File: src/rtl/spi_slave_trx_if.sv
// Word-stream bundle between the SPI slave and its host logic.
//
// Handshake: a word moves across a port on every rising clk edge where
// valid and ready are both 1. The sender keeps valid and data stable until
// that edge; the receiver may raise or drop ready at any time.
// tx_* flows host -> slave; rx_* flows slave -> host.
interface spi_slave_trx_if #(
    parameter int DATA_WIDTH = 8
);
    logic [DATA_WIDTH-1:0] tx_data_i;
    logic                  tx_valid_i;
    logic                  tx_ready_o;
    logic [DATA_WIDTH-1:0] rx_data_o;
    logic                  rx_valid_o;
    logic                  rx_ready_i;

    modport slave (
        input  tx_data_i, tx_valid_i, rx_ready_i,
        output tx_ready_o, rx_data_o, rx_valid_o
    );

    modport master (
        output tx_data_i, tx_valid_i, rx_ready_i,
        input  tx_ready_o, rx_data_o, rx_valid_o
    );
endinterface

File: src/rtl/spi_slave_trx.sv
// SPI slave transceiver: oversamples the external SPI pins with clk_i,
// supports all four CPOL/CPHA modes and MSB/LSB-first order, with a
// one-entry tx holding buffer and a one-word rx output register.
module spi_slave_trx #(
    parameter int DATA_WIDTH  = 8,
    parameter int SYNC_STAGES = 2
) (
    input  logic              clk_i,
    input  logic              rst_n_i,
    input  logic              en_i,
    input  logic              cpol_i,
    input  logic              cpha_i,
    input  logic              lsb_i,
    input  logic              spi_sck_i,
    input  logic              spi_nss_i,
    input  logic              spi_mosi_i,
    output logic              spi_miso_o,
    output logic              spi_miso_en_o,
    spi_slave_trx_if.slave    stream,
    output logic              busy_o,
    output logic              overrun_o,
    output logic              underrun_o,
    output logic              dbg_state_o
);
    typedef enum logic {ST_IDLE = 1'b0, ST_ACTIVE = 1'b1} state_t;

    localparam int CW = $clog2(DATA_WIDTH);
    localparam logic [CW-1:0] LAST_BIT = CW'(DATA_WIDTH - 1);

    logic [SYNC_STAGES-1:0] sck_sync_q, nss_sync_q, mosi_sync_q;
    logic                   sck_d1_q, nss_d1_q;
    logic                   sck_s, nss_s, mosi_s;

    state_t state_q, state_d;

    logic                  cpol_q, cpol_d, cpha_q, cpha_d, lsb_q, lsb_d;
    logic [DATA_WIDTH-1:0] tx_buf_q, tx_buf_d;
    logic                  tx_full_q, tx_full_d;
    logic [DATA_WIDTH-1:0] tx_sr_q, tx_sr_d;
    logic [DATA_WIDTH-1:0] rx_sr_q, rx_sr_d;
    logic [CW-1:0]         bit_cnt_q, bit_cnt_d;
    logic [DATA_WIDTH-1:0] rx_data_q, rx_data_d;
    logic                  rx_valid_q, rx_valid_d;
    logic                  overrun_q, overrun_d;
    logic                  underrun_q, underrun_d;

    logic sck_rise, sck_fall, lead_edge, trail_edge;
    logic in_frame, frame_start, frame_end;
    logic sample_edge, shift_edge, tx_load;

    assign sck_s  = sck_sync_q[SYNC_STAGES-1];
    assign nss_s  = nss_sync_q[SYNC_STAGES-1];
    assign mosi_s = mosi_sync_q[SYNC_STAGES-1];

    // Synchronizers plus one delayed copy of SCK/NSS for edge detection;
    // reset values match an idle bus so release produces no false edge.
    always_ff @(posedge clk_i) begin
        if (!rst_n_i) begin
            sck_sync_q  <= '0;
            nss_sync_q  <= '1;
            mosi_sync_q <= '0;
            sck_d1_q    <= 1'b0;
            nss_d1_q    <= 1'b1;
        end else begin
            sck_sync_q  <= {sck_sync_q[SYNC_STAGES-2:0], spi_sck_i};
            nss_sync_q  <= {nss_sync_q[SYNC_STAGES-2:0], spi_nss_i};
            mosi_sync_q <= {mosi_sync_q[SYNC_STAGES-2:0], spi_mosi_i};
            sck_d1_q    <= sck_s;
            nss_d1_q    <= nss_s;
        end
    end

    // Frame state register.
    always_ff @(posedge clk_i) begin
        if (!rst_n_i) state_q <= ST_IDLE;
        else          state_q <= state_d;
    end

    // Frame next state: open on a select falling edge, close on select high or disable.
    always_comb begin
        state_d = state_q;
        case (state_q)
            ST_IDLE:   if (en_i && !nss_s && nss_d1_q) state_d = ST_ACTIVE;
            ST_ACTIVE: if (!en_i || nss_s)             state_d = ST_IDLE;
            default:   state_d = ST_IDLE;
        endcase
    end

    // SCK edges are only meaningful inside a frame that is not closing this cycle.
    always_comb begin
        sck_rise    = sck_s & ~sck_d1_q;
        sck_fall    = ~sck_s & sck_d1_q;
        lead_edge   = cpol_q ? sck_fall : sck_rise;
        trail_edge  = cpol_q ? sck_rise : sck_fall;
        in_frame    = (state_q == ST_ACTIVE) && (state_d == ST_ACTIVE);
        frame_start = (state_q == ST_IDLE) && (state_d == ST_ACTIVE);
        frame_end   = (state_q == ST_ACTIVE) && (state_d == ST_IDLE);
        sample_edge = in_frame & (cpha_q ? trail_edge : lead_edge);
        shift_edge  = in_frame & (cpha_q ? lead_edge : trail_edge);
        // A shift edge seen with the counter at zero starts a new word in
        // both phases: for cpha=0 it follows the last sample of a word, for
        // cpha=1 it is the first leading edge of a word.
        tx_load     = (frame_start & ~cpha_i) | (shift_edge & (bit_cnt_q == '0));
    end

    // Datapath next state: tx buffer/shifter, rx shifter, rx output register.
    always_comb begin
        cpol_d     = cpol_q;
        cpha_d     = cpha_q;
        lsb_d      = lsb_q;
        tx_buf_d   = tx_buf_q;
        tx_full_d  = tx_full_q;
        tx_sr_d    = tx_sr_q;
        rx_sr_d    = rx_sr_q;
        bit_cnt_d  = bit_cnt_q;
        rx_data_d  = rx_data_q;
        rx_valid_d = rx_valid_q;
        overrun_d  = 1'b0;
        underrun_d = 1'b0;

        if (frame_start) begin
            cpol_d = cpol_i;
            cpha_d = cpha_i;
            lsb_d  = lsb_i;
        end

        if (tx_load) begin
            tx_sr_d    = tx_full_q ? tx_buf_q : '0;
            tx_full_d  = 1'b0;
            underrun_d = ~tx_full_q;
        end else if (shift_edge) begin
            tx_sr_d = lsb_q ? (tx_sr_q >> 1) : (tx_sr_q << 1);
        end

        // Accept only into an empty buffer, so it never collides with a load.
        if (stream.tx_valid_i && !tx_full_q) begin
            tx_buf_d  = stream.tx_data_i;
            tx_full_d = 1'b1;
        end

        if (rx_valid_q && stream.rx_ready_i) rx_valid_d = 1'b0;

        if (sample_edge) begin
            rx_sr_d = lsb_q ? {mosi_s, rx_sr_q[DATA_WIDTH-1:1]}
                            : {rx_sr_q[DATA_WIDTH-2:0], mosi_s};
            if (bit_cnt_q == LAST_BIT) begin
                bit_cnt_d = '0;
                if (rx_valid_q && !stream.rx_ready_i) begin
                    overrun_d = 1'b1;
                end else begin
                    rx_data_d  = rx_sr_d;
                    rx_valid_d = 1'b1;
                end
            end else begin
                bit_cnt_d = bit_cnt_q + 1'b1;
            end
        end

        // A frame closing mid-word throws the partial word away.
        if (frame_end) begin
            bit_cnt_d = '0;
            rx_sr_d   = '0;
        end

        if (!en_i) begin
            tx_full_d  = 1'b0;
            rx_valid_d = 1'b0;
        end
    end

    // Datapath registers.
    always_ff @(posedge clk_i) begin
        if (!rst_n_i) begin
            cpol_q     <= 1'b0;
            cpha_q     <= 1'b0;
            lsb_q      <= 1'b0;
            tx_buf_q   <= '0;
            tx_full_q  <= 1'b0;
            tx_sr_q    <= '0;
            rx_sr_q    <= '0;
            bit_cnt_q  <= '0;
            rx_data_q  <= '0;
            rx_valid_q <= 1'b0;
            overrun_q  <= 1'b0;
            underrun_q <= 1'b0;
        end else begin
            cpol_q     <= cpol_d;
            cpha_q     <= cpha_d;
            lsb_q      <= lsb_d;
            tx_buf_q   <= tx_buf_d;
            tx_full_q  <= tx_full_d;
            tx_sr_q    <= tx_sr_d;
            rx_sr_q    <= rx_sr_d;
            bit_cnt_q  <= bit_cnt_d;
            rx_data_q  <= rx_data_d;
            rx_valid_q <= rx_valid_d;
            overrun_q  <= overrun_d;
            underrun_q <= underrun_d;
        end
    end

    assign spi_miso_o        = lsb_q ? tx_sr_q[0] : tx_sr_q[DATA_WIDTH-1];
    assign spi_miso_en_o     = (state_q == ST_ACTIVE);
    assign busy_o            = (state_q == ST_ACTIVE);
    assign dbg_state_o       = state_q;
    assign stream.tx_ready_o = ~tx_full_q;
    assign stream.rx_data_o  = rx_data_q;
    assign stream.rx_valid_o = rx_valid_q;
    assign overrun_o         = overrun_q;
    assign underrun_o        = underrun_q;
endmodule

File: src/flat_wrapper.sv
// flat-port wrapper written by rule: the top's interface ports become plain ports
module spi_slave_trx_flat 
#(
    parameter int DATA_WIDTH  = 8,
    parameter int SYNC_STAGES = 2
)
  (clk_i, rst_n_i, en_i, cpol_i, cpha_i, lsb_i, spi_sck_i, spi_nss_i, spi_mosi_i, spi_miso_o, spi_miso_en_o, busy_o, overrun_o, underrun_o, dbg_state_o, stream_tx_data_i, stream_tx_valid_i, stream_rx_ready_i, stream_tx_ready_o, stream_rx_data_o, stream_rx_valid_o);
  spi_slave_trx_if #(.DATA_WIDTH(DATA_WIDTH)) stream_i ();
  input  logic clk_i;
  input  logic rst_n_i;
  input  logic en_i;
  input  logic cpol_i;
  input  logic cpha_i;
  input  logic lsb_i;
  input  logic spi_sck_i;
  input  logic spi_nss_i;
  input  logic spi_mosi_i;
  output logic spi_miso_o;
  output logic spi_miso_en_o;
  output logic busy_o;
  output logic overrun_o;
  output logic underrun_o;
  output logic dbg_state_o;
  input wire logic [$bits(stream_i.tx_data_i)-1:0] stream_tx_data_i;
  input wire logic [$bits(stream_i.tx_valid_i)-1:0] stream_tx_valid_i;
  input wire logic [$bits(stream_i.rx_ready_i)-1:0] stream_rx_ready_i;
  output wire logic [$bits(stream_i.tx_ready_o)-1:0] stream_tx_ready_o;
  output wire logic [$bits(stream_i.rx_data_o)-1:0] stream_rx_data_o;
  output wire logic [$bits(stream_i.rx_valid_o)-1:0] stream_rx_valid_o;
  assign stream_i.tx_data_i = stream_tx_data_i;
  assign stream_i.tx_valid_i = stream_tx_valid_i;
  assign stream_i.rx_ready_i = stream_rx_ready_i;
  assign stream_tx_ready_o = stream_i.tx_ready_o;
  assign stream_rx_data_o = stream_i.rx_data_o;
  assign stream_rx_valid_o = stream_i.rx_valid_o;
  spi_slave_trx #(.DATA_WIDTH(DATA_WIDTH), .SYNC_STAGES(SYNC_STAGES)) u_core (.clk_i(clk_i), .rst_n_i(rst_n_i), .en_i(en_i), .cpol_i(cpol_i), .cpha_i(cpha_i), .lsb_i(lsb_i), .spi_sck_i(spi_sck_i), .spi_nss_i(spi_nss_i), .spi_mosi_i(spi_mosi_i), .spi_miso_o(spi_miso_o), .spi_miso_en_o(spi_miso_en_o), .stream(stream_i), .busy_o(busy_o), .overrun_o(overrun_o), .underrun_o(underrun_o), .dbg_state_o(dbg_state_o));
endmodule
File: config.mk
export PLATFORM = sky130hd
export DESIGN_NAME = spi_slave_trx_flat
export DESIGN_NICKNAME = d
export VERILOG_FILES = /design/src/rtl/spi_slave_trx_if.sv /design/src/rtl/spi_slave_trx.sv /design/src/flat_wrapper.sv
export SDC_FILE = /design/constraint.sdc
export NUM_CORES = 1
export LEC_CHECK = 0
export ABC_AREA = 1
export CAP_MARGIN = 20
export CORE_ASPECT_RATIO = 1.4
export CORE_UTILIZATION = 50
export DETAILED_ROUTE_END_ITERATION = 12
export HOLD_SLACK_MARGIN = 0.08
export PLACE_DENSITY_LB_ADDON = 0.12
export SYNTH_ARGS = -nofsm -noshare
export SYNTH_HDL_FRONTEND = slang
export SYNTH_SLANG_ARGS = --single-unit
File: constraint.sdc
create_clock -name clk_i -period 2.95 [get_ports clk_i]
set_clock_uncertainty 0.2 [all_clocks]
set_input_delay 0.59 -clock clk_i [delete_from_list [all_inputs] [get_ports clk_i]]
set_output_delay 0.59 -clock clk_i [all_outputs]
set_load 0.02 [all_outputs]
==> results of run 1 <==
## cell families after synthesis
family          synth area share (%)
mux                            0.446
buf+inv                         8.31
compound gates                  13.6
simple gates                    30.5
fa+ha+maj                       1.67
flops                           45.5
## per-stage QoR
| stage | util [%] | cells | setup slack (ns) |
|---|---|---|---|
| floorplan | - | 312 | 1.21 |
| global placement | 60.8 | 394 | 0.436 |
| detailed placement | 60.8 | 394 | 0.438 |
| CTS | 62.5 | 400 | 0.511 |
| global route | 62.5 | 400 | 0.407 |
| finish | 62.5 | 400 | 0.524 |
## sequential cells by signal, indices dropped and copies added (netlist names), 2 cells and up
name / count
u_core.tx_sr_q: 8
u_core.sck_sync_q: 2
u_core.rx_sr_q: 8
u_core.nss_sync_q: 2
u_core.bit_cnt_q: 3
u_core.tx_buf_q: 8
u_core.stream.rx_data_o: 8
u_core.mosi_sync_q: 2
## cell usage after synthesis
| cell type | number |
|---|---|
| nor2_8 | 1 |
| mux2i_1 | 1 |
| a21oi_1 | 22 |
| clkbuf_1 | 7 |
| buf_4 | 4 |
| nand2_1 | 82 |
| o21ai_1 | 3 |
| nor3_1 | 1 |
| nand4_1 | 3 |
| nor2_4 | 3 |
| nand2_2 | 2 |
| buf_2 | 2 |
| dfxtp_1 | 51 |
| and3_1 | 2 |
| nand3_4 | 1 |
| nand4_4 | 1 |
| ha_1 | 3 |
| o21ai_0 | 36 |
| clkinv_1 | 1 |
| or2_2 | 3 |
| nand3_1 | 11 |
| nor2_1 | 43 |
| inv_2 | 1 |
| buf_6 | 1 |
| inv_1 | 27 |
## cell type report
type                       count  area [µm²]
fill                         407        1600
multi-input combinational    218        1040
tap                           60        75.1
clock buffer                   6        72.6
sequential                    51        1020
timing repair buffer          36         355
inverter                      29         109
## routing by layer
metal	share of wire, %	GRT usage (%)	up-vias
met5	0	0	-
met4	1.6	6.43	0
met3	2.3	4.46	8
met2	50	37.5	27
met1	46	21.8	861
li1	-	-	1044
## worst paths after layout
kind / startpoint / end / slack (ns) / depth (start not counted)
setup / recovery: u_core.lsb_q / spi_miso_o / 0.52 / 4
hold / removal: u_core.nss_sync_q[0] / u_core.nss_sync_q[1] / 0.22 / 1
setup reg to reg: u_core.nss_sync_q[1] / u_core.bit_cnt_q[2] / 1.19 / 5
hold reg to reg: u_core.nss_sync_q[0] / u_core.nss_sync_q[1] / 0.22 / 1
## power by group through the flow
stage	Sequential (mW)	Combinational (mW)	Clock [mW]
floorplan	0.730	0.0618	0
global route	0.720	0.113	0.403
CTS	0.717	0.0993	0.374
finish	0.717	0.0987	0.363
detailed placement	0.733	0.0988	0
global placement	0.733	0.0974	0
==> flow_metrics.env, run 1 <==
export IMPL_status="complete, no violations"
export IMPL_period_needed_ns=2.43
export IMPL_power_frac_comb_pct=8.4
export IMPL_via_count=1940
export IMPL_ys_seq_elements=51
export IMPL_holdWs_ns=0.220
export IMPL_clkLatencyLatePin_ns=0.30
export IMPL_h_tree_depth=2
export IMPL_cp_arrival_ns=1.64
export IMPL_power_switching_uw=268
export IMPL_cts_root_buf="clkbuf_8"
export IMPL_cts_resized=0
export IMPL_tritoncts="done"
export IMPL_cts_hold_buffers=0
export IMPL_nNetsFinal=363
export IMPL_drc=0
export IMPL_grt_pass1_vias=1731
export IMPL_critPathKind="flop to output pin"
export IMPL_critPathBufInv=2
export IMPL_synth_cell_type_count=25
export IMPL_synth_nets=334
export IMPL_maxCapViolations=0
export IMPL_pwr_density_cell_mw_per_mm2=441
export IMPL_finalSetupTns_ns=0
export IMPL_layout_drive_gt1_share_pct=5.59
export IMPL_worstPathMaxFanout=12
export IMPL_tightest_slew_ns=0.673
export IMPL_row_count=28
export IMPL_first_pass_iters=4
export IMPL_ioPinCount=35
export IMPL_syn_inst=312
export IMPL_die_y_um=81.3
export IMPL_max_slew_margin_pct=55.1
export IMPL_worst_setup_path_start_kind="flop"
export IMPL_track_usage_pct=20.0
export IMPL_switching_share_pct=22.7
export IMPL_antenna_found_initial=0
export IMPL_antenna_left=0
export IMPL_cp_common_cell="nand2_1"
export IMPL_slowest_stage="clkdlybuf4s50_1"
export IMPL_drv_slew=0
export IMPL_seqPwrFrac_pct=60.8
export IMPL_seq_area_frac_synth_pct=45.5
export IMPL_peakVddDrop_mv=0.279
export IMPL_cts_path_max_buffers=2
export IMPL_fmax_mhz=412
export IMPL_post_dp_hpwl_mm=3.06
export IMPL_final_common_cell="nand2_1"
export IMPL_die_area_mm2=0.00477
export IMPL_wl_mm=4.21
export IMPL_cts_sinks=51
export IMPL_finalSetupViolCount=0
export IMPL_path_cells="inv_1 -> nand2_1 -> nand2_1 -> clkdlybuf4s50_1"
export IMPL_power_mw=1.18
export IMPL_syn_to_final_growth_pct=19.0
export IMPL_p_clk_share_pct=30.8
export IMPL_hp_class="flop to flop"
export IMPL_p_int_uw=910
export IMPL_gp_congestion=0.776
export IMPL_wire_per_inst_um=10.5
export IMPL_worstSetupEndpointType="output pin"
export IMPL_critPathMaxStageDelay_ns=0.60
export IMPL_design_area_mm2=0.00267
export IMPL_cts_made_buffers=5
export IMPL_yosysWarningCount=0
export IMPL_cts_setup_buffers=0
export IMPL_overflow=0
export IMPL_critPathTopFamily="buffers and inverters"
export IMPL_clkTransAtPathRegs_ns=0.08
export IMPL_post_drt_via_cell_ratio=4.85
export IMPL_die_w_um=58.6
export IMPL_grt_start_max_net_pins=31
export IMPL_placed_cell_area_mm2=0.00260
export IMPL_netlist_area_mm2=0.00224
export IMPL_ys_top_cells_by_area="dfxtp_1 (45%), nand2_1 (14%), o21ai_0 (8.0%), nor2_1 (7.2%), a21oi_1 (4.9%)"
export IMPL_avgSynthCellArea_um2=7.19
export IMPL_layout_common_cells="nand2_1 (82), dfxtp_1 (51), nor2_1 (43), o21ai_0 (36), clkdlybuf4s50_1 (34)"
export IMPL_floorplan_initialDensity_pct=52.5
export IMPL_required_ns=2.16
export IMPL_core_area_mm2=0.00427
export IMPL_grt_pass1_wl_mm=7.31
export IMPL_fin_crit_sh_pct=82.2
export IMPL_hold_viol_final=0
export IMPL_portBuffers=34
export IMPL_yosysTopAreaCell="dfxtp_1"
export IMPL_rsz0062_at_grt="false"
export IMPL_drt_iter0_markers=60
export IMPL_leakagePower_nw=1.13
export IMPL_synth_top_cell_area_share_pct=45.5
export IMPL_diodes=0
(Power assumes the default switching activity.)
==> run 2: changes to the inputs <==
--- a/config.mk
+++ b/config.mk
@@ -8,7 +8,7 @@
 export ABC_AREA = 1
 export CAP_MARGIN = 20
 export CORE_ASPECT_RATIO = 1.4
-export CORE_UTILIZATION = 50
+export CORE_UTILIZATION = 48
 export DETAILED_ROUTE_END_ITERATION = 12
 export HOLD_SLACK_MARGIN = 0.08
 export PLACE_DENSITY_LB_ADDON = 0.12
==> constraint.sdc (replaced) <==
create_clock -name clk_i -period 2.2 [get_ports clk_i]
set_clock_uncertainty 0.2 [all_clocks]
set_input_delay 0.44 -clock clk_i [delete_from_list [all_inputs] [get_ports clk_i]]
set_output_delay 0.44 -clock clk_i [all_outputs]
set_load 0.02 [all_outputs]
==> run 2 against run 1 <==
Core utilization fell by 0.54 points. Critical path type unchanged. Register-to-register slack got worse by 0.64 ns. Clock power rose by 78%. Critical endpoint unchanged. Die area rose by 4.0%. Non-clock buffer count rose by 8. Worst hold slack got worse by 0.011 ns. Worst setup slack got worse by 0.42 ns.
==> flow_metrics.env, run 2 (same netlist as run 1, synthesis figures left out) <==
export IMPL_overflow=0
export IMPL_slowest_stage="clkdlybuf4s50_1"
export IMPL_hold_viol_final=0
export IMPL_leakagePower_nw=1.20
export IMPL_finalSetupViolCount=0
export IMPL_grt_pass1_wl_mm=7.81
export IMPL_core_area_mm2=0.00450
export IMPL_worstSetupEndpointType="output pin"
export IMPL_r2r_start="u_core.bit_cnt_q[0]"
export IMPL_design_area_mm2=0.00279
export IMPL_cts_hold_buffers=0
export IMPL_tritoncts="done"
export IMPL_period_needed_ns=2.10
export IMPL_hp_start="u_core.mosi_sync_q[0]"
export IMPL_cts_resized=1
export IMPL_rsz0062_at_grt="false"
export IMPL_grt_pass1_vias=1866
export IMPL_drt_iter0_markers=56
export IMPL_antenna_found_initial=0
export IMPL_power_mw=1.75
export IMPL_final_common_cell="nand2_1"
export IMPL_worstPathMaxFanout=9
export IMPL_fmax_mhz=476
export IMPL_max_slew_margin_pct=78.1
export IMPL_wl_mm=4.37
export IMPL_clkTransAtPathRegs_ns=0.10
export IMPL_cts_setup_buffers=0
export IMPL_first_pass_iters=4
export IMPL_h_tree_depth=2
export IMPL_layout_drive_gt1_share_pct=8.86
export IMPL_worst_setup_path_start_kind="flop"
export IMPL_via_count=1972
export IMPL_track_usage_pct=19.9
export IMPL_cts_root_buf="clkbuf_8"
export IMPL_critPathTopFamily="buffers and inverters"
export IMPL_grt_start_max_net_pins=31
export IMPL_ioPinCount=35
export IMPL_tightest_slew_ns=0.325
export IMPL_fillers=447
export IMPL_floorplan_initialDensity_pct=49.9
export IMPL_post_dp_hpwl_mm=3.15
export IMPL_cp_common_cell="nand2_1"
export IMPL_hp_class="flop to flop"
export IMPL_status="complete, no violations"
export IMPL_portBuffers=34
export IMPL_layout_common_cells="nand2_1 (82), dfxtp_1 (50), nor2_1 (43), o21ai_0 (36), clkdlybuf4s50_1 (34)"
export IMPL_cp_startpoint="u_core.lsb_q"
export IMPL_placed_cell_area_mm2=0.00267
export IMPL_peakVddDrop_mv=0.435
export IMPL_post_drt_via_cell_ratio=4.79
export IMPL_path_cells="nand2_1 -> nand2_1 -> clkdlybuf4s50_1"
export IMPL_die_area_mm2=0.00496
export IMPL_die_y_um=82.9
export IMPL_diodes=0
export IMPL_fin_crit_sh_pct=95.5
export IMPL_die_w_um=59.8
export IMPL_drc=0
export IMPL_maxCapViolations=0
export IMPL_drv_slew=0
export IMPL_pwr_density_cell_mw_per_mm2=628
export IMPL_syn_to_final_growth_pct=24.1
export IMPL_wire_per_inst_um=10.6
export IMPL_finalSetupTns_ns=0
export IMPL_clkLatencyLatePin_ns=0.30
export IMPL_critPathKind="flop to output pin"
export IMPL_cts_made_buffers=5
export IMPL_cts_sinks=51
export IMPL_cp_arrival_ns=1.46
export IMPL_gp_congestion=0.831
export IMPL_nNetsFinal=371
export IMPL_antenna_left=0
export IMPL_cts_path_max_buffers=2
export IMPL_critPathBufInv=1
export IMPL_row_count=29
export IMPL_required_ns=1.56
export IMPL_critPathMaxStageDelay_ns=0.60
export IMPL_holdWs_ns=0.209
[run 2: cell types whose count changed in the layout (fill, tap and decap cells not counted), sizes merged]
| cell | change |
|---|---|
| buf | +8 |
| clkinv | +2 |
| bufinv | +1 |
| clkbuf | -1 |
[run 2: report_power, final]
part | internal (mW) | switching, mW | total (mW)
logic | 0.0682 | 0.0727 | 0.141
registers | 0.947 | 0.0140 | 0.961
clock network | 0.339 | 0.308 | 0.647
total | 1.35 | 0.395 | 1.75
[run 2: through the flow]
step / setup WS [ns] / util [%] / std cells
final: 0.0995 / 61.9 / 412
after global routing: 0.0198 / 61.9 / 412
after CTS: 0.0823 / 61.9 / 412
after detailed placement: 0.00788 / 59.4 / 404
after global placement: 0.0614 / 59.4 / 404
after floorplan: 0.537 / - / 312
[run 2: routing by layer]
layer	up-vias	global-route usage [%]	part of all wire, %
met2	32	36.2	51
met4	0	5.07	1.0
li1	1056	-	-
met3	4	3.74	2.7
met1	880	22.7	45
met5	-	0	0
[run 2: final timing paths]
check,cells after the start,end,slack (ns)
setup / recovery,3,spi_miso_o,0.1
hold / removal,2,u_core.mosi_sync_q[1],0.21
setup reg to reg,6,u_core.stream.rx_data_o[1],0.55
hold reg to reg,2,u_core.mosi_sync_q[1],0.21
[run 2: final cells by class]
type | count | area [µm²] | share of cell area, %
Sequential cell | 51 | 1020 | 36.7
Tap cell | 62 | 77.6 | 2.78
Timing Repair Buffer | 44 | 428 | 15.4
Clock inverter | 3 | 43.8 | 1.57
Clock buffer | 5 | 68.8 | 2.47
Inverter | 29 | 109 | 3.91
Multi-Input combinational cell | 218 | 1040 | 37.2
[run 2: worst reg2reg max path: cells and delay by family (launching register included)]
family	cells	cell delay, ns
AO/OA/AOI/OAI	1	0.15
AND/OR/NAND/NOR	3	0.55
flip-flops	1	0.37
adder cells (fa/ha/maj)	2	0.34
==> run 3: changes to the inputs <==
--- a/config.mk
+++ b/config.mk
@@ -8,6 +8,7 @@
 export ABC_AREA = 1
 export CAP_MARGIN = 20
 export CORE_ASPECT_RATIO = 1.4
+export CORE_MARGIN = 2
 export CORE_UTILIZATION = 48
 export DETAILED_ROUTE_END_ITERATION = 12
 export HOLD_SLACK_MARGIN = 0.08
==> run 3 against run 2 <==
Final cell count decreased by 0.49%. Non-clock buffer count shrank 1. Critical path depth unchanged. Global-route usage fell by 0.92 points. Critical endpoint unchanged. Largest power group unchanged.
==> flow_metrics.env, run 3 (same netlist as run 1, synthesis figures left out) <==
export IMPL_required_ns=1.56
export IMPL_overflow=0
export IMPL_die_y_um=84.9
export IMPL_path_cells="nand2_1 -> nand2_1 -> clkdlybuf4s50_1"
export IMPL_via_count=1973
export IMPL_row_count=29
export IMPL_post_dp_hpwl_mm=3.20
export IMPL_hp_start="u_core.sck_sync_q[0]"
export IMPL_fin_crit_sh_pct=93.4
export IMPL_cts_sinks=51
export IMPL_switching_share_pct=21.6
export IMPL_die_w_um=61.8
export IMPL_drv_slew=0
export IMPL_p_clk_share_pct=36.0
export IMPL_ioPinCount=35
export IMPL_worst_setup_path_start_kind="flop"
export IMPL_wire_per_inst_um=10.5
export IMPL_cts_root_buf="clkbuf_8"
export IMPL_grt_pass1_wl_mm=7.76
export IMPL_nNetsFinal=370
export IMPL_holdWs_ns=0.218
export IMPL_die_area_mm2=0.00525
export IMPL_status="complete, no violations"
export IMPL_cts_path_max_buffers=2
export IMPL_seqPwrFrac_pct=55.7
export IMPL_leakagePower_nw=1.19
export IMPL_antenna_left=0
export IMPL_floorplan_initialDensity_pct=49.9
export IMPL_h_tree_depth=2
export IMPL_cts_hold_buffers=0
export IMPL_pwr_density_cell_mw_per_mm2=620
export IMPL_cp_startpoint="u_core.lsb_q"
export IMPL_cts_setup_buffers=0
export IMPL_critPathMaxStageDelay_ns=0.59
export IMPL_grt_pass1_vias=1910
export IMPL_p_int_mw=1.35
export IMPL_cts_resized=0
export IMPL_layout_common_cells="nand2_1 (82), dfxtp_1 (51), nor2_1 (43), o21ai_0 (36), clkdlybuf4s50_1 (34)"
export IMPL_final_common_cell="nand2_1"
export IMPL_cts_made_buffers=5
export IMPL_diodes=0
export IMPL_clkLatencyLatePin_ns=0.29
export IMPL_gp_congestion=0.809
export IMPL_finalSetupViolCount=0
export IMPL_peakVddDrop_mv=0.356
export IMPL_track_usage_pct=19.0
export IMPL_hp_class="flop to flop"
export IMPL_tightest_slew_ns=0.338
export IMPL_period_needed_ns=2.05
export IMPL_portBuffers=34
export IMPL_worstPathMaxFanout=4
export IMPL_post_drt_via_cell_ratio=4.81
export IMPL_core_area_mm2=0.00450
export IMPL_maxCapViolations=0
export IMPL_layout_drive_gt1_share_pct=7.76
export IMPL_power_frac_comb_pct=8.3
export IMPL_cp_arrival_ns=1.41
export IMPL_slowest_stage="clkdlybuf4s50_1"
export IMPL_clkTransAtPathRegs_ns=0.09
export IMPL_drt_iter0_markers=112
export IMPL_critPathKind="flop to output pin"
export IMPL_grt_start_max_net_pins=31
export IMPL_rsz0062_at_grt="false"
export IMPL_r2r_start="u_core.bit_cnt_q[0]"
export IMPL_syn_to_final_growth_pct=23.9
export IMPL_power_switching_uw=372
export IMPL_worstSetupEndpointType="output pin"
export IMPL_power_mw=1.72
export IMPL_wl_mm=4.31
export IMPL_antenna_found_initial=0
export IMPL_hold_viol_final=0
export IMPL_fmax_mhz=487
export IMPL_cp_common_cell="nand2_1"
export IMPL_max_slew_margin_pct=77.3
export IMPL_first_pass_iters=4
export IMPL_finalSetupTns_ns=0
export IMPL_tritoncts="done"
export IMPL_drc=0
[run 3: cell types whose count changed in the layout (fill, tap and decap cells not counted)]
cell	change
buf_4	-2
dfxtp_1	+1
buf_12	+1
clkinv_2	-1
clkinv_4	-1
clkbuf_1	+1
dfxtp_2	-1
[run 3: area by class of cell]
| class | instances | area [µm²] |
|---|---|---|
| Inverter | 29 | 109 |
| Clock inverter | 1 | 30.0 |
| Timing Repair Buffer | 43 | 433 |
| Clock buffer | 6 | 72.6 |
| Sequential cell | 51 | 1020 |
| Fill cell | 454 | 1720 |
| Multi-Input combinational cell | 218 | 1040 |
| Tap cell | 62 | 77.6 |
[run 3: path summary, 6_finish.rpt]
path / slack, ns / to / cells past startpoint
worst min-delay path: 0.22 / u_core.sck_sync_q[1] / 2
worst max register to register: 0.52 / u_core.stream.rx_data_o[6] / 6
worst max-delay path: 0.15 / spi_miso_o / 3
worst min register to register: 0.22 / u_core.sck_sync_q[1] / 2
[run 3: metrics by stage]
stage / std cells / setup WS [ns] / util, % / instance area (µm²)
2_1_floorplan: 312 / 0.537 / - / 2240
3_3_place_gp: 403 / 0.0678 / 59.5 / 2680
3_5_place_dp: 403 / 0.0228 / 59.5 / 2680
4_1_cts: 410 / 0.128 / 61.8 / 2780
5_1_grt: 410 / 0.0735 / 61.8 / 2780
6_report: 410 / 0.146 / 61.8 / 2780
[run 3: routing by layer]
layer / share of wire, % / track usage, %
met1: 46 / 22.8
met2: 50 / 32.1
met3: 2.5 / 4.57
met4: 1.7 / 6.38
met5: 0 / 0
[run 3: power by group through the flow]
stage	clock (mW)	sequential (mW)	combinational, mW
6_report	0.620	0.960	0.143
5_1_grt	0.675	0.963	0.165
4_1_cts	0.640	0.960	0.146
3_5_place_dp	0	0.982	0.145
3_3_place_gp	0	0.981	0.143
2_1_floorplan	0	0.979	0.0829
[run 3: critical path: cells and delay by family (launching register included)]
family                 cells  cell delay, ns
buffers and inverters      1            0.59
flip-flops                 1            0.38
AND/OR/NAND/NOR            2            0.14
